File: src/rtl/multicycle_control.sv
// Main control FSM for the multicycle RV32I core: sequences ALU, IR/PC, register file
// and memory port across instruction phases, with memory stalls and illegal-opcode trap.
module multicycle_control #(
   parameter int USE_MEM_READY = 1,
   parameter int ILLEGAL_HALT  = 1
) (
   input  logic       clk,
   input  logic       rst,
   input  logic [6:0] opcode,
   input  logic       branch_cond,
   input  logic       mem_ready,
   output logic       mem_req,
   output logic       adr_src,
   output logic       mem_write,
   output logic       ir_write,
   output logic       pc_write,
   output logic       reg_write,
   output logic [1:0] alu_src_a,
   output logic [1:0] alu_src_b,
   output logic [1:0] alu_op,
   output logic [1:0] result_src,
   output logic       illegal,
   output logic [3:0] state
);

   typedef enum logic [3:0] {
      S_FETCH    = 4'd0,
      S_DECODE   = 4'd1,
      S_MEMADR   = 4'd2,
      S_MEMREAD  = 4'd3,
      S_MEMWB    = 4'd4,
      S_MEMWRITE = 4'd5,
      S_EXECR    = 4'd6,
      S_EXECI    = 4'd7,
      S_LUI      = 4'd8,
      S_ALUWB    = 4'd9,
      S_BRANCH   = 4'd10,
      S_JAL      = 4'd11,
      S_ILLEGAL  = 4'd12
   } state_t;

   state_t cur, nxt;
   logic   is_store;
   logic   ready;
   logic   pc_update;
   logic   branch;

   assign ready = (USE_MEM_READY != 0) ? mem_ready : 1'b1;

   // opcode is only looked at in DECODE, so the load/store choice is captured there
   always_ff @(posedge clk) begin
      if (rst) begin
         cur      <= S_FETCH;
         is_store <= 1'b0;
      end else begin
         cur <= nxt;
         if (cur == S_DECODE) is_store <= opcode[5];
      end
   end

   always_comb begin
      nxt        = S_FETCH;
      mem_req    = 1'b0;
      adr_src    = 1'b0;
      mem_write  = 1'b0;
      ir_write   = 1'b0;
      pc_update  = 1'b0;
      branch     = 1'b0;
      reg_write  = 1'b0;
      alu_src_a  = 2'b00;
      alu_src_b  = 2'b00;
      alu_op     = 2'b00;
      result_src = 2'b00;
      case (cur)
         S_FETCH: begin
            mem_req    = 1'b1;
            alu_src_b  = 2'b10;
            result_src = 2'b10;
            ir_write   = ready;
            pc_update  = ready;
            nxt        = ready ? S_DECODE : S_FETCH;
         end
         S_DECODE: begin
            alu_src_a = 2'b01;
            alu_src_b = 2'b01;
            case (opcode)
               7'b0000011, 7'b0100011: nxt = S_MEMADR;
               7'b0110011:             nxt = S_EXECR;
               7'b0010011:             nxt = S_EXECI;
               7'b1100011:             nxt = S_BRANCH;
               7'b1101111:             nxt = S_JAL;
               7'b0110111:             nxt = S_LUI;
               default:                nxt = S_ILLEGAL;
            endcase
         end
         S_MEMADR: begin
            alu_src_a = 2'b10;
            alu_src_b = 2'b01;
            nxt       = is_store ? S_MEMWRITE : S_MEMREAD;
         end
         S_MEMREAD: begin
            mem_req = 1'b1;
            adr_src = 1'b1;
            nxt     = ready ? S_MEMWB : S_MEMREAD;
         end
         S_MEMWB: begin
            result_src = 2'b01;
            reg_write  = 1'b1;
         end
         S_MEMWRITE: begin
            mem_req   = 1'b1;
            mem_write = 1'b1;
            adr_src   = 1'b1;
            nxt       = ready ? S_FETCH : S_MEMWRITE;
         end
         S_EXECR: begin
            alu_src_a = 2'b10;
            alu_op    = 2'b10;
            nxt       = S_ALUWB;
         end
         S_EXECI: begin
            alu_src_a = 2'b10;
            alu_src_b = 2'b01;
            alu_op    = 2'b11;
            nxt       = S_ALUWB;
         end
         S_LUI: begin
            alu_src_a = 2'b11;
            alu_src_b = 2'b01;
            nxt       = S_ALUWB;
         end
         S_ALUWB: reg_write = 1'b1;
         S_BRANCH: begin
            alu_src_a = 2'b10;
            alu_op    = 2'b01;
            branch    = 1'b1;
         end
         S_JAL: begin
            alu_src_a = 2'b01;
            alu_src_b = 2'b10;
            pc_update = 1'b1;
            nxt       = S_ALUWB;
         end
         S_ILLEGAL: nxt = (ILLEGAL_HALT != 0) ? S_ILLEGAL : S_FETCH;
         default:   nxt = S_FETCH;
      endcase
      // reset overrides everything so an abandoned access never strobes memory
      if (rst) begin
         mem_req    = 1'b0;
         adr_src    = 1'b0;
         mem_write  = 1'b0;
         ir_write   = 1'b0;
         pc_update  = 1'b0;
         branch     = 1'b0;
         reg_write  = 1'b0;
         alu_src_a  = 2'b00;
         alu_src_b  = 2'b00;
         alu_op     = 2'b00;
         result_src = 2'b00;
      end
   end

   assign pc_write = pc_update | (branch & branch_cond);
   assign illegal  = (cur == S_ILLEGAL);
   assign state    = cur;

endmodule

File: config.mk
export PLATFORM = sky130hd
export DESIGN_NAME = multicycle_control
export DESIGN_NICKNAME = d
export VERILOG_FILES = /design/src/rtl/multicycle_control.sv
export SDC_FILE = /design/constraint.sdc
export NUM_CORES = 1
export LEC_CHECK = 0
export BUFFER_PORTS_ARGS = -buffer_cell sky130_fd_sc_hd__buf_4
export CORE_AREA = 2 2 43 45
export DETAILED_ROUTE_END_ITERATION = 12
export DIE_AREA = 0 0 45 47
export GPL_TIMING_DRIVEN = 0
export HOLD_SLACK_MARGIN = 0.15
export PLACE_DENSITY = 0.74
export SYNTH_ARGS = -nofsm -noshare
export SYNTH_HDL_FRONTEND = slang
export SYNTH_SLANG_ARGS = --single-unit
File: constraint.sdc
create_clock -name clk -period 1.7 [get_ports clk]
set_clock_uncertainty 0.15 [all_clocks]
set_input_delay 0.34 -clock clk [delete_from_list [all_inputs] [get_ports clk]]
set_output_delay 0.34 -clock clk [all_outputs]
set_load 0.05 [all_outputs]
==> run_summary.xml, run 1 <==
<?xml version="1.0" encoding="UTF-8"?>
<metrics>
  <group name="sta">
    <metric name="worst-endpoint-pin-kind" unit="">top-level output</metric>
    <metric name="worst_endpoint" unit="">alu_src_b[1]</metric>
  </group>
  <group name="synthesis">
    <metric name="mappedNetlistArea" unit="µm²">716</metric>
    <metric name="synthDominantCellAreaShare" unit="%">14.0</metric>
    <metric name="ys_top_cells_by_area" unit="">sky130_fd_sc_hd__dfxtp_1, sky130_fd_sc_hd__mux2i_1, sky130_fd_sc_hd__nand2b_1</metric>
    <metric name="syn_area_per_cell" unit="µm²">7.09</metric>
    <metric name="cell_taking_the_most_area_after_synthesis" unit="">sky130_fd_sc_hd__dfxtp_1</metric>
    <metric name="ys.warnings.count" unit="">0</metric>
    <metric name="syn_nets" unit="">112</metric>
    <metric name="synth_top_flop_cell" unit="">sky130_fd_sc_hd__dfxtp_1</metric>
    <metric name="synth_cell_type_count" unit="">48</metric>
    <metric name="synth_enable_flop_cells" unit="">0</metric>
    <metric name="synth_sequential_area_ratio" unit="%">14.0</metric>
    <metric name="synth.cells.most_frequent" unit="">sky130_fd_sc_hd__nor2_1, sky130_fd_sc_hd__nor3_1, sky130_fd_sc_hd__nand2_1, sky130_fd_sc_hd__nand2b_1</metric>
    <metric name="synth_seq_cells" unit="">5</metric>
    <metric name="synthArstFlopShare" unit="%">0</metric>
    <metric name="cells_after_synthesis" unit="">101</metric>
  </group>
  <group name="clock_network">
    <metric name="post_cts_hold_buffer_count" unit="">0</metric>
    <metric name="cts.sinks" unit="">5</metric>
    <metric name="htreeDepth" unit="">1</metric>
    <metric name="ctsLongestPathBuffers" unit="">2</metric>
    <metric name="cts_made_buffers" unit="">3</metric>
    <metric name="ctsRootBufferMaster" unit="">sky130_fd_sc_hd__clkbuf_4</metric>
  </group>
  <group name="outcome">
    <metric name="run_status" unit="">did not finish</metric>
    <metric name="failing_step" unit="">5_1_grt</metric>
    <metric name="err" unit="">[ERROR DPL-0038] Utilization greater than 100%, impossible to legalize</metric>
  </group>
  <group name="floorplan">
    <metric name="initial_core_util" unit="%">43.3</metric>
    <metric name="floorplan.die.width" unit="µm">45</metric>
    <metric name="site_row_count" unit="">15</metric>
    <metric name="die-height" unit="µm">47</metric>
    <metric name="ioPinCount" unit="">30</metric>
  </group>
  <group name="place">
    <metric name="port_buffers" unit="">29</metric>
    <metric name="detailedPlacementHpwl" unit="µm">1620</metric>
    <metric name="gpl.final_weighted_congestion" unit="">0.887</metric>
    <metric name="placed_cells_incl_taps" unit="">147</metric>
  </group>
  <group name="global_route">
    <metric name="largest_net_degree_at_the_start_of_global_routing" unit="">13</metric>
  </group>
</metrics>
cell families after synthesis:
family | Yosys count | synth area share, %
and+or+nand+nor | 50 | 40.2
AOI/OAI and AO/OA | 26 | 26.2
buffers and inverters | 13 | 10.3
DFF | 5 | 14.0
muxes | 4 | 5.59
xor gates and xnor gates | 3 | 3.67
per-stage QoR:
step / hold WS, ps / worst slack [ps] / cell area, µm²
2_1_floorplan: 286 / -325 / 933
3_3_place_gp: 296 / -168 / 1170
3_5_place_dp: 300 / -176 / 1170
4_1_cts: 216 / -305 / 1560
what timing repair did:
action                                  4_1_cts
pin swaps                                     6
setup buffers                                25
resized for setup                            49
endpoints found under the setup margin       15
==> inputs of run 2 (changes only) <==
- CORE_AREA: 2 2 43 45 -> 2 2 63 65
- DIE_AREA: 0 0 45 47 -> 0 0 65 67
- HOLD_SLACK_MARGIN: 0.15 -> not set
- PLACE_DENSITY: 0.74 -> not set
- PLACE_DENSITY_LB_ADDON: not set -> 0.15
==> run_summary.xml, run 2 <==
<?xml version="1.0" encoding="UTF-8"?>
<metrics>
  <group name="synthesis">
    <metric name="cells_after_synthesis" unit="">101</metric>
    <metric name="mappedNetlistArea" unit="µm²">716</metric>
    <metric name="synth_sequential_area_ratio" unit="%">14.0</metric>
    <metric name="syn_nets" unit="">112</metric>
    <metric name="synth_enable_flop_cells" unit="">0</metric>
    <metric name="synth_cell_type_count" unit="">48</metric>
    <metric name="ys_top_cells_by_area" unit="">sky130_fd_sc_hd__dfxtp_1, sky130_fd_sc_hd__mux2i_1, sky130_fd_sc_hd__nand2b_1</metric>
    <metric name="ys.warnings.count" unit="">0</metric>
    <metric name="synth.cells.most_frequent" unit="">sky130_fd_sc_hd__nor2_1, sky130_fd_sc_hd__nor3_1, sky130_fd_sc_hd__nand2_1, sky130_fd_sc_hd__nand2b_1</metric>
    <metric name="synthArstFlopShare" unit="%">0</metric>
    <metric name="syn_area_per_cell" unit="µm²">7.09</metric>
    <metric name="synth_seq_cells" unit="">5</metric>
    <metric name="cell_taking_the_most_area_after_synthesis" unit="">sky130_fd_sc_hd__dfxtp_1</metric>
    <metric name="synth_top_flop_cell" unit="">sky130_fd_sc_hd__dfxtp_1</metric>
    <metric name="synthDominantCellAreaShare" unit="%">14.0</metric>
  </group>
  <group name="finish">
    <metric name="final_util" unit="%">49.9</metric>
    <metric name="stdcell_count" unit="">210</metric>
    <metric name="num_antenna_cells" unit="">0</metric>
    <metric name="number_of_flip_flops_under_the_largest_register_name" unit="">4</metric>
    <metric name="layout.cells.most_common" unit="">sky130_fd_sc_hd__buf_4</metric>
    <metric name="postLayoutCellArea" unit="µm²">1800</metric>
    <metric name="layout-drive-gt1-share" unit="%">74.1</metric>
    <metric name="flow.area_growth_from_synthesis" unit="%">152</metric>
    <metric name="final_nets" unit="">174</metric>
    <metric name="fillers" unit="">331</metric>
    <metric name="layout.cells.most_common_list" unit="">sky130_fd_sc_hd__buf_4, sky130_fd_sc_hd__buf_6, sky130_fd_sc_hd__buf_8</metric>
  </group>
  <group name="worst_setup_path">
    <metric name="timing.critical_path.to" unit="">alu_src_b[0]</metric>
    <metric name="cp-end-kind" unit="">primary output</metric>
    <metric name="worstSetupStartpointType" unit="">register</metric>
    <metric name="r2r_end" unit="">state[1]</metric>
    <metric name="setup.reg_to_reg.worst_slack" unit="ps">-130</metric>
    <metric name="worst-path-max-fanout" unit="">4</metric>
    <metric name="cp.required" unit="ps">1210</metric>
    <metric name="number_of_cells_on_the_worst_reg_to_reg_path" unit="">7</metric>
    <metric name="rr_startpoint" unit="">state[2]</metric>
    <metric name="worst-setup-path-type" unit="">register to primary output</metric>
    <metric name="arrival" unit="ps">1460</metric>
    <metric name="crit_start" unit="">state[0]</metric>
  </group>
  <group name="place">
    <metric name="port_buffers" unit="">29</metric>
    <metric name="detailedPlacementHpwl" unit="µm">1840</metric>
    <metric name="dpl-instance-area" unit="µm²">1210</metric>
    <metric name="gpl.final_weighted_congestion" unit="">0.808</metric>
    <metric name="preCtsSetupSlack" unit="ps">-208</metric>
    <metric name="placed_cells_incl_taps" unit="">178</metric>
  </group>
  <group name="floorplan">
    <metric name="die-area" unit="µm²">4360</metric>
    <metric name="initial_core_util" unit="%">19.8</metric>
    <metric name="ioPinCount" unit="">30</metric>
    <metric name="floorplan.die.width" unit="µm">65</metric>
    <metric name="site_row_count" unit="">22</metric>
    <metric name="die-height" unit="µm">67</metric>
    <metric name="floorplan.core_area" unit="µm²">3610</metric>
  </group>
  <group name="pwr">
    <metric name="irDropWorstVdd" unit="mV">0.687</metric>
    <metric name="internal_power" unit="mW">1.59</metric>
    <metric name="power.net_switching" unit="mW">1.38</metric>
    <metric name="fraction_of_power_spent_switching_nets" unit="%">46.5</metric>
    <metric name="power.sequential.fraction" unit="%">8.1</metric>
    <metric name="powerDensity" unit="nW/µm²">1650</metric>
    <metric name="clk_pwr_share" unit="%">7.6</metric>
    <metric name="p_leak" unit="nW">0.707</metric>
    <metric name="power.share.combinational" unit="%">84.3</metric>
    <metric name="totalPowerFinal" unit="mW">2.98</metric>
  </group>
  <group name="sta">
    <metric name="slew_headroom" unit="%">72.9</metric>
    <metric name="post-route-min-period" unit="ps">1950</metric>
    <metric name="fin_ws" unit="ps">-251</metric>
    <metric name="finalSetupViolations" unit="">18</metric>
    <metric name="grt_setup_unrepaired" unit="">true</metric>
    <metric name="post-route-period-util" unit="%">115</metric>
    <metric name="max_freq" unit="MHz">513</metric>
    <metric name="worst_hold_slack" unit="ps">253</metric>
    <metric name="least_margin_pin_slew" unit="ps">403</metric>
    <metric name="timing_max_transition_violations_final" unit="">0</metric>
    <metric name="setup-tns-final" unit="ps">-2610</metric>
    <metric name="final_number_of_hold_violating_endpoints" unit="">0</metric>
  </group>
  <group name="route">
    <metric name="detailed_router_s_first_iteration_violation_count" unit="">29</metric>
    <metric name="route.antenna.remaining_nets" unit="">0</metric>
    <metric name="route.detailed.wl_per_inst" unit="µm">13.8</metric>
    <metric name="remaining_drc_errors" unit="">0</metric>
    <metric name="detailedRoute.firstPassIterationCount" unit="">4</metric>
    <metric name="routed_via_density" unit="">4.78</metric>
    <metric name="totalWireLength" unit="µm">2900</metric>
    <metric name="dr_total_vias" unit="">1003</metric>
  </group>
  <group name="clock_network">
    <metric name="clock_insertion_delay_worst_skew" unit="ps">230</metric>
    <metric name="htreeDepth" unit="">1</metric>
    <metric name="cts_made_buffers" unit="">3</metric>
    <metric name="ctsLongestPathBuffers" unit="">2</metric>
    <metric name="cts.sinks" unit="">5</metric>
    <metric name="ctsRootBufferMaster" unit="">sky130_fd_sc_hd__clkbuf_8</metric>
    <metric name="cts.clk_slew.worst_paths" unit="ps">40</metric>
    <metric name="cts_tree" unit="">yes</metric>
  </group>
  <group name="global_route">
    <metric name="grt_usage" unit="%">13.2</metric>
    <metric name="globalRoute.totalOverflow" unit="">0</metric>
    <metric name="grt_pass1_vias" unit="">965</metric>
    <metric name="largest_net_degree_at_the_start_of_global_routing" unit="">13</metric>
    <metric name="grt_pass1_wl" unit="µm">4520</metric>
    <metric name="grt_antenna_before_repair" unit="">0</metric>
  </group>
  <group name="hold_path">
    <metric name="hold_path_origin" unit="">opcode[5]</metric>
    <metric name="worstHoldPathType" unit="">input pin to register</metric>
  </group>
  <group name="outcome">
    <metric name="run_status" unit="">finished with violations</metric>
    <metric name="violations" unit="">setup timing</metric>
  </group>
  <group name="run">
    <metric name="max-cap-violations" unit="">0</metric>
  </group>
</metrics>
==> run 2: kinds of logic after synthesis <==
| kind of cell | synth area share, % |
|---|---|
| simple gates | 40.2 |
| compound gates | 26.2 |
| xor+xnor | 3.67 |
| buf+inv | 10.3 |
| mux | 5.59 |
| flops | 14.0 |
==> run 2: worst min-delay path by stage <==
| stage | endpoint | cells past startpoint |
|---|---|---|
| 2_1_floorplan | is_store | 2 |
| 3_3_place_gp | is_store | 2 |
| 3_5_place_dp | is_store | 2 |
| 4_1_cts | is_store | 3 |
| 5_1_grt | is_store | 3 |
| 6_report | is_store | 3 |
==> run 2: worst max-delay path, stage by stage (launching register included) <==
cell                        delay [ps]
sky130_fd_sc_hd__dfxtp_4           360
sky130_fd_sc_hd__buf_4             160
sky130_fd_sc_hd__xnor2_4           140
sky130_fd_sc_hd__mux2i_2           210
sky130_fd_sc_hd__a2bb2oi_4         170
sky130_fd_sc_hd__nor2_4             50
sky130_fd_sc_hd__buf_8             150
==> run 2: power groups by stage <==
stage / logic [mW] / clock network, mW / registers [mW]
2_1_floorplan: 1.18 / 0 / 0.290
3_3_place_gp: 1.62 / 0 / 0.193
3_5_place_dp: 1.63 / 0 / 0.195
4_1_cts: 2.07 / 0.232 / 0.236
5_1_grt: 2.63 / 0.245 / 0.249
6_report: 2.51 / 0.226 / 0.240
==> run 2: final cells by class <==
type / instances / area [µm²] / area share (%)
plain buffers: 7 / 113 / 6.25
clock buffers: 4 / 45.0 / 2.50
inverters: 3 / 13.8 / 0.764
multi-input cells: 83 / 878 / 48.8
flip-flops and latches: 5 / 115 / 6.39
well taps: 48 / 60.1 / 3.34
repair buffers: 60 / 576 / 32.0
==> run 2: routing by layer <==
| metal | GRT usage [%] | share of wire (%) |
|---|---|---|
| met5 | 0 | 0 |
| met4 | 2.39 | 0.59 |
| met3 | 2.70 | 2.4 |
| met2 | 24.5 | 54 |
| met1 | 15.8 | 42 |
==> run 2: what timing repair did <==
action,CTS,global route
hold buffers,0,0
endpoints found under the setup margin,15,19
pin swaps,10,16
gates resized for setup,47,29
setup buffers,16,15
Note: power is estimated with default switching activity, not from simulation.
==> inputs of run 3 (changes only) <==
--- a/config.mk
+++ b/config.mk
@@ -16 +16,2 @@
 export SYNTH_SLANG_ARGS = --single-unit
+export TNS_END_PERCENT = 20
--- a/constraint.sdc
+++ b/constraint.sdc
@@ -4,2 +4,2 @@
 set_output_delay 0.34 -clock clk [all_outputs]
-set_load 0.05 [all_outputs]
+set_load 0.01 [all_outputs]
==> run_summary.xml, run 3 (synthesized netlist as in run 2, its figures left out) <==
<?xml version="1.0" encoding="UTF-8"?>
<metrics>
  <group name="route">
    <metric name="wl_met3" unit="µm">134</metric>
    <metric name="route.detailed.wl_per_inst" unit="µm">13.1</metric>
    <metric name="remaining_drc_errors" unit="">0</metric>
    <metric name="totalWireLength" unit="µm">2500</metric>
    <metric name="wl_met2" unit="µm">1230</metric>
    <metric name="route.antenna.remaining_nets" unit="">0</metric>
    <metric name="detailedRoute.firstPassIterationCount" unit="">4</metric>
    <metric name="detailed_router_s_first_iteration_violation_count" unit="">41</metric>
    <metric name="dr_total_vias" unit="">916</metric>
    <metric name="routed_via_density" unit="">4.80</metric>
    <metric name="drt-met1-wl" unit="µm">1120</metric>
    <metric name="highest-signal-layer" unit="">met4</metric>
  </group>
  <group name="global_route">
    <metric name="grt_usage" unit="%">11.6</metric>
    <metric name="grt_pass1_wl" unit="µm">4030</metric>
    <metric name="largest_net_degree_at_the_start_of_global_routing" unit="">12</metric>
    <metric name="globalRoute.totalOverflow" unit="">0</metric>
    <metric name="grt_pass1_vias" unit="">914</metric>
    <metric name="grt_antenna_before_repair" unit="">0</metric>
  </group>
  <group name="clock_network">
    <metric name="post_cts_hold_buffer_count" unit="">0</metric>
    <metric name="cts_tree" unit="">yes</metric>
    <metric name="ctsRootBufferMaster" unit="">sky130_fd_sc_hd__clkbuf_8</metric>
    <metric name="cts.sinks" unit="">5</metric>
    <metric name="cts_made_buffers" unit="">3</metric>
    <metric name="clock_insertion_delay_worst_skew" unit="ps">220</metric>
    <metric name="cts.clk_slew.worst_paths" unit="ps">40</metric>
    <metric name="htreeDepth" unit="">1</metric>
    <metric name="ctsLongestPathBuffers" unit="">2</metric>
  </group>
  <group name="floorplan">
    <metric name="initial_core_util" unit="%">19.8</metric>
    <metric name="die-area" unit="µm²">4360</metric>
    <metric name="floorplan.die.width" unit="µm">65</metric>
    <metric name="floorplan.core_area" unit="µm²">3610</metric>
    <metric name="die-height" unit="µm">67</metric>
    <metric name="ioPinCount" unit="">30</metric>
    <metric name="site_row_count" unit="">22</metric>
  </group>
  <group name="sta">
    <metric name="post-route-period-util" unit="%">116</metric>
    <metric name="grt_setup_unrepaired" unit="">true</metric>
    <metric name="timing_max_transition_violations_final" unit="">0</metric>
    <metric name="slew_headroom" unit="%">64.2</metric>
    <metric name="fin_ws" unit="ps">-264</metric>
    <metric name="max_freq" unit="MHz">509</metric>
    <metric name="final_number_of_hold_violating_endpoints" unit="">0</metric>
    <metric name="finalSetupViolations" unit="">16</metric>
    <metric name="post-route-min-period" unit="ps">1960</metric>
    <metric name="least_margin_pin_slew" unit="ps">537</metric>
  </group>
  <group name="finish">
    <metric name="layout.cells.most_common_list" unit="">sky130_fd_sc_hd__buf_4, sky130_fd_sc_hd__buf_6, sky130_fd_sc_hd__nand2b_1, sky130_fd_sc_hd__nand2_1, sky130_fd_sc_hd__nor3_1</metric>
    <metric name="number_of_flip_flops_under_the_largest_register_name" unit="">4</metric>
    <metric name="postLayoutCellArea" unit="µm²">1260</metric>
    <metric name="final_nets" unit="">155</metric>
    <metric name="layout-drive-gt1-share" unit="%">51.0</metric>
    <metric name="final_util" unit="%">35.0</metric>
    <metric name="flow.area_growth_from_synthesis" unit="%">76.6</metric>
    <metric name="layout.cells.most_common" unit="">sky130_fd_sc_hd__buf_4</metric>
    <metric name="num_antenna_cells" unit="">0</metric>
  </group>
  <group name="place">
    <metric name="detailedPlacementHpwl" unit="µm">1800</metric>
    <metric name="port_buffers" unit="">29</metric>
    <metric name="gpl.final_weighted_congestion" unit="">0.798</metric>
    <metric name="dpl-instance-area" unit="µm²">1020</metric>
    <metric name="preCtsSetupSlack" unit="ps">-200</metric>
  </group>
  <group name="hold_path">
    <metric name="worstHoldPathType" unit="">input pin to register</metric>
  </group>
  <group name="worst_setup_path">
    <metric name="cp.required" unit="ps">1210</metric>
    <metric name="worst-path-buf-inv" unit="">4</metric>
    <metric name="cp-end-kind" unit="">primary output</metric>
    <metric name="critical-path-slowest-cell" unit="">sky130_fd_sc_hd__dfxtp_2</metric>
    <metric name="arrival" unit="ps">1470</metric>
    <metric name="slowest_delay" unit="ps">310</metric>
    <metric name="worst-path-max-fanout" unit="">5</metric>
    <metric name="worstSetupStartpointType" unit="">register</metric>
    <metric name="critical_path.most_common_cell" unit="">sky130_fd_sc_hd__buf_6</metric>
    <metric name="worstPathCellList" unit="">buf_6 &gt; buf_8 &gt; buf_6 &gt; nor3b_2 &gt; a21oi_1 &gt; nor3_1 &gt; buf_4</metric>
    <metric name="worst-setup-path-type" unit="">register to primary output</metric>
    <metric name="cp_top_family" unit="">buffers and inverters</metric>
  </group>
  <group name="pwr">
    <metric name="irDropWorstVdd" unit="mV">0.452</metric>
    <metric name="totalPowerFinal" unit="mW">1.67</metric>
    <metric name="powerDensity" unit="nW/µm²">1320</metric>
    <metric name="p_leak" unit="nW">0.529</metric>
  </group>
  <group name="run">
    <metric name="max-cap-violations" unit="">0</metric>
  </group>
  <group name="outcome">
    <metric name="run_status" unit="">finished with violations</metric>
    <metric name="violations" unit="">setup timing</metric>
  </group>
</metrics>
## run 3: cell count changes in the layout (fill, tap and decap cells not counted), moves of 3 or more
cell,previous run,this run
sky130_fd_sc_hd__buf_6,18,7
sky130_fd_sc_hd__nor2_1,0,3
sky130_fd_sc_hd__nor3_4,4,0
sky130_fd_sc_hd__buf_12,4,0
sky130_fd_sc_hd__nand2b_4,3,0
sky130_fd_sc_hd__nand2_2,4,0
sky130_fd_sc_hd__nand2_1,2,6
sky130_fd_sc_hd__nand2b_1,3,6
sky130_fd_sc_hd__dfxtp_2,0,3
sky130_fd_sc_hd__dfxtp_4,4,1
sky130_fd_sc_hd__buf_8,9,4
sky130_fd_sc_hd__nor2_4,6,2
sky130_fd_sc_hd__mux2i_1,1,4
sky130_fd_sc_hd__nor3_1,3,6
## run 3: timing repair
item                                    4_1_cts  5_1_grt
resized for setup                            23       17
endpoints found under the hold margin         0        0
endpoints found under the setup margin       14       18
gates cloned                                  1        0
pin swaps                                     8        6
buffers inserted                              6        3
## run 3: worst reg2reg max path, stage by stage, from the launching register on
cell	delay [ps]
sky130_fd_sc_hd__dfxtp_2	320
sky130_fd_sc_hd__buf_6	130
sky130_fd_sc_hd__buf_4	150
sky130_fd_sc_hd__or4b_4	550
sky130_fd_sc_hd__nor2_4	100
sky130_fd_sc_hd__o21ai_1	80
sky130_fd_sc_hd__a21oi_2	140
## run 3: per-stage QoR
step / hold WS (ps) / TNS, ps / instances
after global routing: 270 / -3110 / 191
after global placement: 318 / -1270 / 178
after CTS: 273 / -2270 / 188
final: 275 / -1920 / 191
after floorplan: 286 / -203 / 101
after detailed placement: 317 / -1310 / 178
## run 3: final cells by class
class | count | area, µm²
Clock buffer | 4 | 45.0
Multi-Input combinational cell | 83 | 629
Buffer | 9 | 109
Inverter | 3 | 11.3
Timing Repair Buffer | 39 | 302
Sequential cell | 5 | 108
Tap cell | 48 | 60.1
Fill cell | 386 | 2340
## run 3: where the power goes
group          total [mW]  switching, mW  leakage (nW)  internal, mW
combinational        1.24          0.603         0.463         0.632
clock               0.218         0.0569        0.0228         0.161
sequential          0.216         0.0536        0.0428         0.162
total                1.67          0.714         0.529         0.955
## run 3: worst paths after layout
path | from | to | slack, ps | cells past startpoint
hold reg to reg | is_store | is_store | 320 | 2
hold / removal | opcode[5] | is_store | 270 | 3
setup reg to reg | state[1] | state[1] | -10 | 6
setup / recovery | state[0] | reg_write | -260 | 7
## run 3: routing by layer
metal | global-route usage (%) | vias up
met3 | 3.04 | 2
met5 | 0 | -
li1 | - | 458
met2 | 20.9 | 28
met1 | 13.6 | 428
met4 | 3.19 | 0
==> inputs of run 4 (changes only) <==
- clock period: 1.7 -> 1.8 ns (I/O delays scaled with it)
==> run_summary.xml, run 4 (synthesized netlist as in run 2, its figures left out) <==
<?xml version="1.0" encoding="UTF-8"?>
<metrics>
  <group name="run">
    <metric name="max-cap-violations" unit="">0</metric>
  </group>
  <group name="floorplan">
    <metric name="floorplan.core_area" unit="µm²">3610</metric>
    <metric name="die-area" unit="µm²">4360</metric>
    <metric name="initial_core_util" unit="%">19.8</metric>
    <metric name="die-height" unit="µm">67</metric>
    <metric name="ioPinCount" unit="">30</metric>
    <metric name="floorplan.die.width" unit="µm">65</metric>
    <metric name="site_row_count" unit="">22</metric>
  </group>
  <group name="worst_setup_path">
    <metric name="rr_startpoint" unit="">state[2]</metric>
    <metric name="worstSetupStartpointType" unit="">register</metric>
    <metric name="worst-path-buf-inv" unit="">2</metric>
    <metric name="cp.required" unit="ps">1290</metric>
    <metric name="critical-path-slowest-cell" unit="">sky130_fd_sc_hd__or3_4</metric>
    <metric name="number_of_cells_on_the_worst_reg_to_reg_path" unit="">6</metric>
    <metric name="crit_start" unit="">state[1]</metric>
    <metric name="cp-end-kind" unit="">primary output</metric>
    <metric name="worst-setup-path-type" unit="">register to primary output</metric>
    <metric name="slowest_delay" unit="ps">380</metric>
    <metric name="r2r_end" unit="">state[1]</metric>
    <metric name="cp_top_family" unit="">simple AND/OR/NAND/NOR gates</metric>
    <metric name="worstPathCellList" unit="">buf_6 &gt; or3_4 &gt; a211oi_2 &gt; buf_4</metric>
    <metric name="worst-path-max-fanout" unit="">7</metric>
    <metric name="arrival" unit="ps">1390</metric>
    <metric name="setup.reg_to_reg.worst_slack" unit="ps">60</metric>
  </group>
  <group name="finish">
    <metric name="num_antenna_cells" unit="">0</metric>
    <metric name="layout.cells.most_common" unit="">sky130_fd_sc_hd__buf_4</metric>
    <metric name="layout-drive-gt1-share" unit="%">57.3</metric>
    <metric name="ff_latch_area" unit="µm²">108</metric>
    <metric name="final_nets" unit="">169</metric>
    <metric name="stdcell_count" unit="">205</metric>
    <metric name="multi_input_comb_area" unit="µm²">661</metric>
    <metric name="fillers" unit="">377</metric>
    <metric name="layout.cells.most_common_list" unit="">sky130_fd_sc_hd__buf_4, sky130_fd_sc_hd__buf_6, sky130_fd_sc_hd__nor3_1</metric>
    <metric name="postLayoutCellArea" unit="µm²">1450</metric>
    <metric name="number_of_flip_flops_under_the_largest_register_name" unit="">4</metric>
    <metric name="flow.area_growth_from_synthesis" unit="%">103</metric>
  </group>
  <group name="global_route">
    <metric name="grt_pass1_vias" unit="">950</metric>
    <metric name="globalRoute.totalOverflow" unit="">0</metric>
    <metric name="grt_usage" unit="%">12.1</metric>
    <metric name="grt_pass1_wl" unit="µm">4150</metric>
    <metric name="largest_net_degree_at_the_start_of_global_routing" unit="">11</metric>
    <metric name="grt_antenna_before_repair" unit="">0</metric>
  </group>
  <group name="clock_network">
    <metric name="cts.clk_slew.worst_paths" unit="ps">40</metric>
    <metric name="htreeDepth" unit="">1</metric>
    <metric name="clock_insertion_delay_worst_skew" unit="ps">220</metric>
    <metric name="cts.sinks" unit="">5</metric>
    <metric name="ctsLongestPathBuffers" unit="">2</metric>
    <metric name="cts_tree" unit="">yes</metric>
    <metric name="cts_made_buffers" unit="">3</metric>
    <metric name="ctsRootBufferMaster" unit="">sky130_fd_sc_hd__clkbuf_8</metric>
  </group>
  <group name="route">
    <metric name="totalWireLength" unit="µm">2680</metric>
    <metric name="dr_total_vias" unit="">963</metric>
    <metric name="route.detailed.wl_per_inst" unit="µm">13.1</metric>
    <metric name="route.antenna.remaining_nets" unit="">0</metric>
    <metric name="detailed_router_s_first_iteration_violation_count" unit="">18</metric>
    <metric name="remaining_drc_errors" unit="">0</metric>
    <metric name="detailedRoute.firstPassIterationCount" unit="">4</metric>
    <metric name="routed_via_density" unit="">4.70</metric>
  </group>
  <group name="sta">
    <metric name="slew_headroom" unit="%">64.2</metric>
    <metric name="timing_max_transition_violations_final" unit="">0</metric>
    <metric name="fin_ws" unit="ps">-98.9</metric>
    <metric name="post-route-period-util" unit="%">105</metric>
    <metric name="finalSetupViolations" unit="">11</metric>
    <metric name="final_number_of_hold_violating_endpoints" unit="">0</metric>
    <metric name="least_margin_pin_slew" unit="ps">538</metric>
    <metric name="max_freq" unit="MHz">527</metric>
    <metric name="grt_setup_unrepaired" unit="">true</metric>
    <metric name="post-route-min-period" unit="ps">1900</metric>
  </group>
  <group name="hold_path">
    <metric name="worstHoldPathType" unit="">input pin to register</metric>
    <metric name="holdPathStages" unit="">3</metric>
    <metric name="end_of_the_worst_hold_path" unit="">is_store</metric>
    <metric name="hold_path_origin" unit="">opcode[5]</metric>
  </group>
  <group name="place">
    <metric name="placed_cells_incl_taps" unit="">178</metric>
    <metric name="detailedPlacementHpwl" unit="µm">1810</metric>
    <metric name="port_buffers" unit="">29</metric>
    <metric name="gpl.final_weighted_congestion" unit="">0.892</metric>
    <metric name="dpl-instance-area" unit="µm²">1000</metric>
  </group>
  <group name="outcome">
    <metric name="run_status" unit="">finished with violations</metric>
    <metric name="violations" unit="">setup timing</metric>
  </group>
  <group name="pwr">
    <metric name="p_leak" unit="nW">0.630</metric>
    <metric name="irDropWorstVdd" unit="mV">0.486</metric>
    <metric name="powerDensity" unit="nW/µm²">1270</metric>
    <metric name="totalPowerFinal" unit="mW">1.85</metric>
  </group>
</metrics>
==> run 4: cell count changes in the layout (fill, tap and decap cells not counted), sizes merged <==
cell and change:
buf +12, clkbuf +2
==> run 4: layout make-up <==
class | instances | share of cell area, %
multi-input cells | 83 | 45.6
repair buffers | 53 | 31.5
plain buffers | 9 | 7.51
flip-flops and latches | 5 | 7.42
well taps | 48 | 4.14
clock buffers | 4 | 3.11
inverters | 3 | 0.777
==> run 4: worst max-delay path by stage <==
| stage | to | slack (ps) | depth (start not counted) |
|---|---|---|---|
| 6_report | alu_src_b[1] | -100 | 4 |
| 5_1_grt | alu_src_b[0] | -200 | 6 |
| 4_1_cts | alu_src_b[1] | -110 | 4 |
| 3_5_place_dp | pc_write | -150 | 5 |
| 3_3_place_gp | pc_write | -140 | 5 |
| 2_1_floorplan | pc_write | -20 | 4 |
==> run 4: power by group <==
part	switching, mW	internal (mW)	leakage, nW	total (mW)
sequential	0.0429	0.154	0.0428	0.197
combinational	0.644	0.801	0.564	1.45
clock	0.0527	0.152	0.0228	0.205
==> run 4: repair_timing <==
action                                  4_1_cts  5_1_grt
endpoints found under the setup margin       14       16
setup buffers                                15        7
gates resized for setup                      29       19
pin swaps                                     6        6
hold buffers                                  0        0
gates cloned                                  0        2
==> run 4: tightest hold or removal path, stage by stage <==
cell and delay [ps]:
sky130_fd_sc_hd__buf_4 130, sky130_fd_sc_hd__nand3_1 60, sky130_fd_sc_hd__a21oi_1 60
==> run 4: routing by layer <==
| layer | vias up | GRT usage, % | share of wire (%) |
|---|---|---|---|
| li1 | 486 | - | - |
| met1 | 445 | 14.6 | 42 |
| met2 | 28 | 21.3 | 52 |
| met3 | 4 | 3.21 | 3.9 |
| met4 | 0 | 2.93 | 1.3 |
| met5 | - | 0 | 0 |
==> run 4: through the flow <==
step	TNS, ps	setup WS, ps	util [%]	hold WS [ps]
3_5_place_dp	-718	-151	27.9	326
3_3_place_gp	-505	-138	27.9	311
6_report	-495	-98.9	40.2	294
5_1_grt	-1480	-201	40.2	324
4_1_cts	-723	-111	35.1	290
2_1_floorplan	-28.0	-15.0	-	286
